**src/rtl/pll_phase_scan_monitor.sv**
```systemverilog
// ---------------------------------------------------------------------------
// pll_phase_scan_monitor
//
// Per-phase link-quality monitor sitting behind the PLL phase sweeper. While
// the sweeper dwells on a phase, this block blanks for SETTLE_CYCLES after
// every phase change and then counts checked samples and erroneous samples
// into a bin per phase. When a complete 0->1->2->3->0 sweep wraps, the four
// bins are walked one per cycle and the phase with the fewest errors is
// chosen. The live counters are copied to a snapshot for firmware readout.
// Partial or out-of-order sweeps are discarded.
//
// Parameters
//   SETTLE_CYCLES  blanking cycles after each phase change (>= 1)
//   CNT_W          width of the per-bin sample and error counters
//
// Ports
//   clk           system clock, shared with the sweeper
//   reset         synchronous, active-high
//   pll_phase     current phase index from the sweeper (quasi-static)
//   sample_valid  one data sample was checked this cycle
//   sample_err    that sample mismatched (qualified by sample_valid)
//   clear         synchronous clear of live counters, snapshot and result
//   rd_addr       snapshot bin select
//   rd_samples    snapshot sample count of bin rd_addr (combinational read)
//   rd_errors     snapshot error count of bin rd_addr (combinational read)
//   best_phase    phase with the fewest errors in the last complete sweep
//   best_valid    best_phase is meaningful (some bin had samples)
//   sweep_done    one-cycle pulse when snapshot and best result update
// ---------------------------------------------------------------------------
module pll_phase_scan_monitor #(
  parameter int SETTLE_CYCLES = 1024,
  parameter int CNT_W         = 24
) (
  input  logic             clk,
  input  logic             reset,
  input  logic [1:0]       pll_phase,
  input  logic             sample_valid,
  input  logic             sample_err,
  input  logic             clear,
  input  logic [1:0]       rd_addr,
  output logic [CNT_W-1:0] rd_samples,
  output logic [CNT_W-1:0] rd_errors,
  output logic [1:0]       best_phase,
  output logic             best_valid,
  output logic             sweep_done
);

  // The settle counter only needs to reach SETTLE_CYCLES-1: the cycle on
  // which it sits at that value is the last blanked cycle.
  localparam int               SET_W       = (SETTLE_CYCLES > 1) ? $clog2(SETTLE_CYCLES) : 1;
  localparam logic [SET_W-1:0] SETTLE_LAST = SET_W'(SETTLE_CYCLES - 1);
  localparam logic [CNT_W-1:0] CNT_MAX     = '1;

  typedef enum logic [1:0] {
    ST_SETTLE = 2'd0,
    ST_ACCUM  = 2'd1,
    ST_EVAL   = 2'd2
  } state_e;

  // FSM and phase tracking
  state_e           state_q,      state_d;
  logic [1:0]       phase_q,      phase_d;
  logic [SET_W-1:0] settle_cnt_q, settle_cnt_d;
  logic [3:0]       visited_q,    visited_d;

  // Live counters and the firmware-visible snapshot
  logic [CNT_W-1:0] live_samples_q [4];
  logic [CNT_W-1:0] live_samples_d [4];
  logic [CNT_W-1:0] live_errors_q  [4];
  logic [CNT_W-1:0] live_errors_d  [4];
  logic [CNT_W-1:0] snap_samples_q [4];
  logic [CNT_W-1:0] snap_samples_d [4];
  logic [CNT_W-1:0] snap_errors_q  [4];
  logic [CNT_W-1:0] snap_errors_d  [4];

  // Evaluation walk: current bin and the running best candidate
  logic [1:0]       eval_idx_q,   eval_idx_d;
  logic             cand_found_q, cand_found_d;
  logic [1:0]       cand_idx_q,   cand_idx_d;
  logic [CNT_W-1:0] cand_err_q,   cand_err_d;

  // Registered results
  logic [1:0]       best_phase_q, best_phase_d;
  logic             best_valid_q, best_valid_d;
  logic             sweep_done_q, sweep_done_d;

  // Combinational helpers
  logic             chg;
  logic             wrap;
  logic             cur_has;
  logic             cur_wins;
  logic             clear_live;

  assign chg  = (pll_phase != phase_q);
  assign wrap = (phase_q == 2'd3) && (pll_phase == 2'd0);

  // A bin takes the lead only on strictly fewer errors, so on a tie the
  // lower index (visited first) keeps it.
  assign cur_has  = (live_samples_q[eval_idx_q] != '0);
  assign cur_wins = cur_has &&
                    (!cand_found_q || (live_errors_q[eval_idx_q] < cand_err_q));

  // NOTE: every variable assigned in this block gets a default first, so no
  // path through the case statement can leave one unassigned and infer a latch.
  always_comb begin
    state_d        = state_q;
    phase_d        = pll_phase;
    settle_cnt_d   = settle_cnt_q;
    visited_d      = visited_q;
    live_samples_d = live_samples_q;
    live_errors_d  = live_errors_q;
    snap_samples_d = snap_samples_q;
    snap_errors_d  = snap_errors_q;
    eval_idx_d     = eval_idx_q;
    cand_found_d   = cand_found_q;
    cand_idx_d     = cand_idx_q;
    cand_err_d     = cand_err_q;
    best_phase_d   = best_phase_q;
    best_valid_d   = best_valid_q;
    sweep_done_d   = 1'b0;
    clear_live     = 1'b0;

    unique case (state_q)
      ST_SETTLE: begin
        if (chg) begin
          // Phase moved again before settling: blank the new phase afresh.
          settle_cnt_d = '0;
        end else if (settle_cnt_q == SETTLE_LAST) begin
          visited_d[phase_q] = 1'b1;
          settle_cnt_d       = '0;
          state_d            = ST_ACCUM;
        end else begin
          settle_cnt_d = settle_cnt_q + SET_W'(1);
        end
      end

      ST_ACCUM: begin
        // A sample on the change cycle still belongs to the old bin, which
        // is why the bin index is phase_q rather than pll_phase.
        if (sample_valid) begin
          if (live_samples_q[phase_q] != CNT_MAX) begin
            live_samples_d[phase_q] = live_samples_q[phase_q] + CNT_W'(1);
          end
          if (sample_err && (live_errors_q[phase_q] != CNT_MAX)) begin
            live_errors_d[phase_q] = live_errors_q[phase_q] + CNT_W'(1);
          end
        end
        if (chg) begin
          settle_cnt_d = '0;
          if (wrap && (&visited_q)) begin
            state_d      = ST_EVAL;
            eval_idx_d   = 2'd0;
            cand_found_d = 1'b0;
            cand_idx_d   = 2'd0;
            cand_err_d   = '0;
          end else begin
            // Non-wrapping moves leave skipped bins unvisited; a wrap with a
            // hole means the sweep was incomplete and is thrown away.
            state_d = ST_SETTLE;
            if (wrap) begin
              clear_live = 1'b1;
            end
          end
        end
      end

      ST_EVAL: begin
        if (cur_wins) begin
          cand_idx_d = eval_idx_q;
          cand_err_d = live_errors_q[eval_idx_q];
        end
        cand_found_d = cand_found_q | cur_has;
        eval_idx_d   = eval_idx_q + 2'd1;

        if (eval_idx_q == 2'd3) begin
          // Last bin folds straight into the published result. phase_q has
          // kept tracking pll_phase, so SETTLE begins on the current phase.
          snap_samples_d = live_samples_q;
          snap_errors_d  = live_errors_q;
          best_phase_d   = cur_wins ? eval_idx_q : cand_idx_q;
          best_valid_d   = cand_found_q | cur_has;
          sweep_done_d   = 1'b1;
          clear_live     = 1'b1;
          settle_cnt_d   = '0;
          state_d        = ST_SETTLE;
        end
      end

      default: begin
        state_d      = ST_SETTLE;
        settle_cnt_d = '0;
      end
    endcase

    if (clear_live) begin
      visited_d = '0;
      for (int b = 0; b < 4; b++) begin
        live_samples_d[b] = '0;
        live_errors_d[b]  = '0;
      end
    end
  end

  // NOTE: the counter and snapshot arrays are reset along with everything
  // else because firmware can read the snapshot straight after reset.
  // NOTE: state is updated only with non-blocking assignments so every flop
  // samples the pre-edge values regardless of statement order.
  always_ff @(posedge clk) begin
    if (reset || clear) begin
      state_q      <= ST_SETTLE;
      phase_q      <= pll_phase;
      settle_cnt_q <= '0;
      visited_q    <= '0;
      eval_idx_q   <= 2'd0;
      cand_found_q <= 1'b0;
      cand_idx_q   <= 2'd0;
      cand_err_q   <= '0;
      best_phase_q <= 2'd0;
      best_valid_q <= 1'b0;
      sweep_done_q <= 1'b0;
      for (int b = 0; b < 4; b++) begin
        live_samples_q[b] <= '0;
        live_errors_q[b]  <= '0;
        snap_samples_q[b] <= '0;
        snap_errors_q[b]  <= '0;
      end
    end else begin
      state_q        <= state_d;
      phase_q        <= phase_d;
      settle_cnt_q   <= settle_cnt_d;
      visited_q      <= visited_d;
      eval_idx_q     <= eval_idx_d;
      cand_found_q   <= cand_found_d;
      cand_idx_q     <= cand_idx_d;
      cand_err_q     <= cand_err_d;
      best_phase_q   <= best_phase_d;
      best_valid_q   <= best_valid_d;
      sweep_done_q   <= sweep_done_d;
      live_samples_q <= live_samples_d;
      live_errors_q  <= live_errors_d;
      snap_samples_q <= snap_samples_d;
      snap_errors_q  <= snap_errors_d;
    end
  end

  assign rd_samples = snap_samples_q[rd_addr];
  assign rd_errors  = snap_errors_q[rd_addr];
  assign best_phase = best_phase_q;
  assign best_valid = best_valid_q;
  assign sweep_done = sweep_done_q;

endmodule

```
**config.mk**
```make
export PLATFORM = sky130hd
export DESIGN_NAME = pll_phase_scan_monitor
export DESIGN_NICKNAME = d
export VERILOG_FILES = /design/src/rtl/pll_phase_scan_monitor.sv
export SDC_FILE = /design/constraint.sdc
export NUM_CORES = 1
export LEC_CHECK = 0
export BUFFER_PORTS_ARGS = -buffer_cell sky130_fd_sc_hd__buf_2
export CORE_UTILIZATION = 50
export CTS_BUF_LIST = sky130_fd_sc_hd__clkbuf_8
export DETAILED_ROUTE_END_ITERATION = 7
export PLACE_DENSITY = 0.7
export SYNTH_ARGS = -nofsm -noshare
export SYNTH_HDL_FRONTEND = slang
export SYNTH_SLANG_ARGS = --single-unit
```
**constraint.sdc**
```tcl
create_clock -name clk -period 3.8 [get_ports clk]
set_input_delay 0 -clock clk [delete_from_list [all_inputs] [get_ports clk]]
set_output_delay 0 -clock clk [all_outputs]
set_load 0.005 [all_outputs]
```
Word level (Yosys, flattened, before mapping)

Index checks and enable logic that the tools add are counted.

Register bits after elaboration: 435
Input bits: 9
Output and inout port bits: 52

Magnitude comparators: 7
Equality and inequality tests: 14
Muxes and demuxes: 52
Reduce and logical (&&, ||, !) cells: 24
$add $sub $neg: 4
Bitwise operators: 7

Operators with widths:

| cell                                                            | number |
|---|---|
| 24-bit 2-to-1 mux                                               | 16 |
| 24-bit binary-select mux with 2-bit select                      | 6 |
| 96-bit bitwise mux                                              | 2 |
| 24-bit by 1-bit adder with 24-bit output, second input constant | 2 |
| 24-bit demux with 2-bit select                                  | 1 |
| 24-bit inequality test, second input constant                   | 2 |
| 24-bit one-hot mux with 2 select lines                          | 1 |
| 10-bit 2-to-1 mux                                               | 4 |
| 10-bit one-hot mux with 3 select lines                          | 1 |
| 24-bit less-than comparator                                     | 1 |
| 24-bit nonzero test                                             | 1 |
| 2-bit 2-to-1 mux                                                | 8 |
| 2-bit inequality test, second input constant                    | 6 |
| 3-bit AND reduction                                             | 4 |
| 4-bit AND reduction                                             | 3 |
| 10-bit by 1-bit adder with 10-bit output, second input constant | 1 |
| 10-bit equality test, second input constant                     | 1 |
| 3-bit >= comparator, second input constant                      | 3 |
| 2-bit inverter with 3-bit output                                | 3 |
| 2-bit one-hot mux with 2 select lines                           | 2 |
| 1-bit 2-to-1 mux                                                | 7 |
| 2-bit equality test, second input constant                      | 3 |
| 1-bit logical AND                                               | 6 |
| 2-bit one-hot mux with 3 select lines                           | 1 |
| other kinds (17)                                                | 23 |

Longest topological paths before layout

Depth after elaboration: 9
Depth in mapped cells: 14
Depth with buffers taken out: 9

Worst setup path after synthesis

OpenSTA, ideal clock, no wires.

Path type: register to register
Start point: register eval_idx_q[1]
End point: register cand_err_q[10]
Setup slack: -0.012 ns
Period minus slack after synthesis: 3.812 ns
Arrival time: 3.695 ns
Data required time: 3.683 ns
Setup time: 0.117 ns
Stages on the path, launching flop included: 14
Path through: dfxtp_1 -> buf_2 -> buf_1 -> clkbuf_1 -> mux4_2 -> ha_1 -> o21a_1 -> o21ai_0 -> a21oi_1 -> o311ai_0 -> a31oi_1 -> o21a_1 -> clkbuf_1 -> a22o_1

Cells in the longest elaborated chain, start to end: 9
Elaborated cells on any way between the ends: 15
Classes of those cells: 1 x order compare; 1 x eq/ne; 8 x mux; 1 x bitwise; 4 x reduce/logical

Ends and longest elaborated chain:

| what                                                     | RTL line     | RTL |
|---|---|---|
| start, declared                                          | 77           | `logic [1:0] eval_idx_q, eval_idx_d;` |
| start signal, assigned                                   | 232          | `eval_idx_q <= eval_idx_d;` |
| 2-bit inverter with 3-bit output (not written as such) * | 99, 101, 170 |  |
| 24-bit binary-select mux with 2-bit select               | 101, 170     |  |
| 24-bit 2-to-1 mux (not written as such) (2 in series)    | 101, 170     |  |
| 24-bit less-than comparator                              | 101          | `(!cand_found_q \|\| (live_errors_q[eval_idx_q] < cand_err_q));` |
| 1-bit logical OR                                         | 101          |  |
| 1-bit logical AND                                        | 100          | `assign cur_wins = cur_has &&` |
| 2-bit inequality test (no source line)                   | --           |  |
| 4-bit AND reduction (no source line)                     | --           |  |
| end signal, assigned                                     | 235          | `cand_err_q <= cand_err_d;` |
| end, declared                                            | 80           | `logic [CNT_W-1:0] cand_err_q, cand_err_d;` |

Every way passes the cells marked *; elsewhere a longest branch is shown, timed or not. The select of a mux whose other input is x is not followed.
A chain may end at the register's enable or synchronous reset.

Worst setup path after layout

Start point: register phase_q[1]
End point: register live_errors_q[73] (netlist name)

Cells in the longest elaborated chain, start to end: 7
Elaborated cells on any way between the ends: 23
Classes of those cells: 1 x add/sub; 2 x order compare; 3 x eq/ne; 10 x mux; 1 x bitwise; 6 x reduce/logical

Ends and longest elaborated chain:

| what                                                                             | RTL line | RTL |
|---|---|---|
| start, declared                                                                  | 62       | `logic [1:0] phase_q, phase_d;` |
| start signal, assigned                                                           | 211      | `phase_q <= pll_phase;` |
| start signal, assigned                                                           | 229      | `phase_q <= phase_d;` |
| branches (longest 7 deep; another with 24-bit by 1-bit adder with 24-bit output) | --       |  |
| end signal, assigned                                                             | 240      | `live_errors_q <= live_errors_d;` |
| end, declared                                                                    | 69       | `logic [CNT_W-1:0] live_errors_q [4];` |

Parallel ways; which one is timed is not known. The select of a mux whose other input is x is not followed.

==> impl_metrics.tcl <==
set metrics [dict create \
    finalCritPeriodShare_pct 91.82 \
    p_comb_share_pct 2.2 \
    firstDrtPassIters 5 \
    pre_cts_slack_ns 0.3658 \
    grt_remaining_overflow 0 \
    synth_area_sq_um 19380 \
    numPortBuffers 60 \
    cts_made_buffers 72 \
    slew_viol_final 0 \
    crit_type "flop to flop" \
    hp-class "input pin to flop" \
    ios 61 \
    synth_edf_count 0 \
    worst_pin_slew_ns 0.9890 \
    post-place-cells 2529 \
    dp_hpwl_microns 30820 \
    slew_headroom_pct 34.07 \
    p_leak_uw 0.007094 \
    grt_pass1_wl_microns 78360 \
    maxCapViolations 0 \
    dieHeight_microns 198.9 \
    yosysSeqAreaShare_pct 44.94 \
    start_util_pct 51.09 \
    synthesis.nets 2120 \
    finalNetCount 2136 \
    antenna_left 0 \
    synthFlopType "dfxtp_1" \
    finalHoldViolCount 0 \
    clkLatencyLatePin_ns 0.63 \
    syn_inst 2081 \
    num_vias 15600 \
    final_cells 2660 \
    setup.worst_path.end_class "flop" \
    skew_ns 0.02248 \
    worst_slack_ns 0.3109 \
    p_seq_share_pct 51.4 \
    clkPwrFrac_pct 46.3 \
    required_ns 4.29 \
    cp-start-kind "flop" \
    total_power_uw 8899 \
    rsz0062_at_grt "no" \
    gp_congestion 0.8797 \
    grt_max_degree 199 \
    p_sw_uw 2032 \
    period_minus_slack_ns 3.489 \
    clk_pin_slew_worst_paths_ns 0.06 \
    status "completed" \
    htreeDepth 3 \
    yosysWarnings 0 \
    area_growth_pct 10.87 \
    async_reset_ff_share_pct 0 \
    critPathMaxFanout 31 \
    wirelength_microns 47400 \
    wl_per_cell_microns 17.82 \
    setup_viol 0 \
    cts_buffer_depth 3 \
    setup_tns_ns 0 \
    core_area_sq_um 37930 \
    root_buffer "clkbuf_8" \
    synth_cell_types 53 \
    final_util_pct 56.64 \
    grt_pass1_vias 15090 \
    worstPathArrival_ns 3.97 \
    syn_area_per_cell_sq_um 9.313 \
    drt_iter0_drc 1279 \
    antenna_found_initial 0 \
    fmax_mhz 286.6 \
    die_w_microns 198.9 \
    grt_util_all_layers_pct 24.66 \
    via_per_inst 5.864 \
    num_rows 71 \
    antenna_cells 0 \
    synth_seq_cells 435 \
    die_area_sq_um 39550 \
    peakVddDrop_mv 0.2905 \
    intPower_uw 6867 \
    drc_errors 0 \
    layout-drive-gt1-share_pct 15.96 \
    power.density_nw_per_um2 414.2 \
    netSwitchingFraction_pct 22.83 \
    cts_tree "built" \
    cts_sinks 435 \
]
## power groups by stage
stage / Sequential [uW] / Clock [uW] / Combinational (uW)
floorplan: 4660 / 0 / 160
global placement: 4680 / 0 / 194
detailed placement: 4680 / 0 / 197
CTS: 4580 / 4200 / 202
global route: 4570 / 4420 / 214
finish: 4580 / 4120 / 200
## cells in the final DEF (no fill, tap or decap), drive strengths merged, types with 64 or more instances in the layout
master / n
dfxtp: 435
nand2: 424
a21oi: 276
nor2: 177
a211oi: 122
mux4: 120
buf: 97
clkbuf: 95
o21ai: 75
inv: 64
## cells in the mapped netlist, types with 3 or more instances
| library cell | n | share of area, % |
|---|---|---|
| mux2i_1 | 10 | 0.52 |
| nor2b_1 | 7 | 0.23 |
| nand4_1 | 19 | 0.61 |
| nor4_1 | 19 | 0.61 |
| clkbuf_1 | 102 | 2.0 |
| a22o_1 | 24 | 1.1 |
| ha_1 | 30 | 1.9 |
| a21oi_1 | 276 | 7.1 |
| o21a_1 | 3 | 0.12 |
| buf_4 | 9 | 0.35 |
| inv_1 | 37 | 0.72 |
| nand3_1 | 23 | 0.59 |
| nand2_1 | 424 | 8.2 |
| o21ai_0 | 75 | 1.9 |
| xor2_1 | 30 | 1.4 |
| and3_1 | 7 | 0.23 |
| buf_1 | 9 | 0.17 |
| a211oi_1 | 122 | 4.7 |
| a31oi_1 | 5 | 0.16 |
| mux4_2 | 120 | 14 |
| nor2_1 | 177 | 3.4 |
| buf_6 | 21 | 1.2 |
| buf_2 | 17 | 0.44 |
| and2_1 | 6 | 0.19 |
| xnor2_1 | 25 | 1.1 |
| dfxtp_1 | 435 | 45 |
| and4_1 | 4 | 0.18 |
| nor3_1 | 14 | 0.36 |
## area by class of cell
class | count | area [sq um]
Tap cell | 511 | 639.4
Clock buffer | 95 | 1308
Sequential cell | 435 | 8713
Timing Repair Buffer | 102 | 783.3
Clock inverter | 31 | 148.9
Multi-Input combinational cell | 1449 | 9756
Inverter | 37 | 138.9
Fill cell | 3381 | 16450
## repair_timing
item	4_1_cts	5_1_grt
gates resized for setup	0	0
setup buffers	0	0
hold buffers	5	0
hold endpoints to repair	29	0
## path summary, 6_finish.rpt
path | end | slack (ns) | cells after the start | from
max | live_errors_q[73] | 0.31 | 9 | phase_q[1]
min | phase_q[1] | 0.09 | 2 | pll_phase[1]
max reg2reg | live_errors_q[73] | 0.31 | 9 | phase_q[1]
min reg2reg | snap_samples_q[26] | 0.45 | 2 | snap_samples_q[26]
## routing by layer
| layer | routed length [microns] | vias to the layer above | global-route usage, % |
|---|---|---|---|
| met5 | 0 | - | 0 |
| li1 | - | 7442 | - |
| met1 | 21490 | 7616 | 34.21 |
| met3 | 3183 | 72 | 5.103 |
| met4 | 897 | 0 | 7.778 |
| met2 | 21830 | 469 | 38.50 |
## sequential cells by signal, indices dropped and copies added, names as in the netlist
name and cells:
best_phase 2, snap_errors_q 96, sweep_done 1, live_samples_q 96, cand_idx_q 2, live_errors_q 96
state_q 2, cand_found_q 1, visited_q 4, best_valid 1, phase_q 2, eval_idx_q 2
settle_cnt_q 10, snap_samples_q 96, cand_err_q 24
## cell families (layout without fill, tap and decap cells)
group / Yosys count / count (layout) / share of synthesized area, %
flops: 435 / 435 / 44.94
simple gates: 717 / 717 / 15.56
xor+xnor: 55 / 55 / 2.486
mux: 130 / 130 / 14.46
compound gates: 517 / 517 / 15.64
fa+ha+maj: 30 / 30 / 1.937
buf+inv: 197 / 265 / 4.978
## critical path, stage by stage, from the launching register on
cell and delay (ns):
dfxtp_2 0.78, mux4_2 0.43, ha_1 0.24, nand2_1 0.17, or4b_4 0.65, nor3_4 0.36
nor2_2 0.23, buf_12 0.23, mux2i_1 0.20, nor2_1 0.05
## through the flow
| stage | hold slack [ns] | instance area [sq um] |
|---|---|---|
| finish | 0.09362 | 21490 |
| detailed placement | 0.1816 | 19980 |
| global placement | 0.1807 | 19980 |
| floorplan | 0.02772 | 19380 |
| CTS | 0.07765 | 21490 |
| global route | 0.08158 | 21490 |
Note: power is estimated with default switching activity, not from simulation.
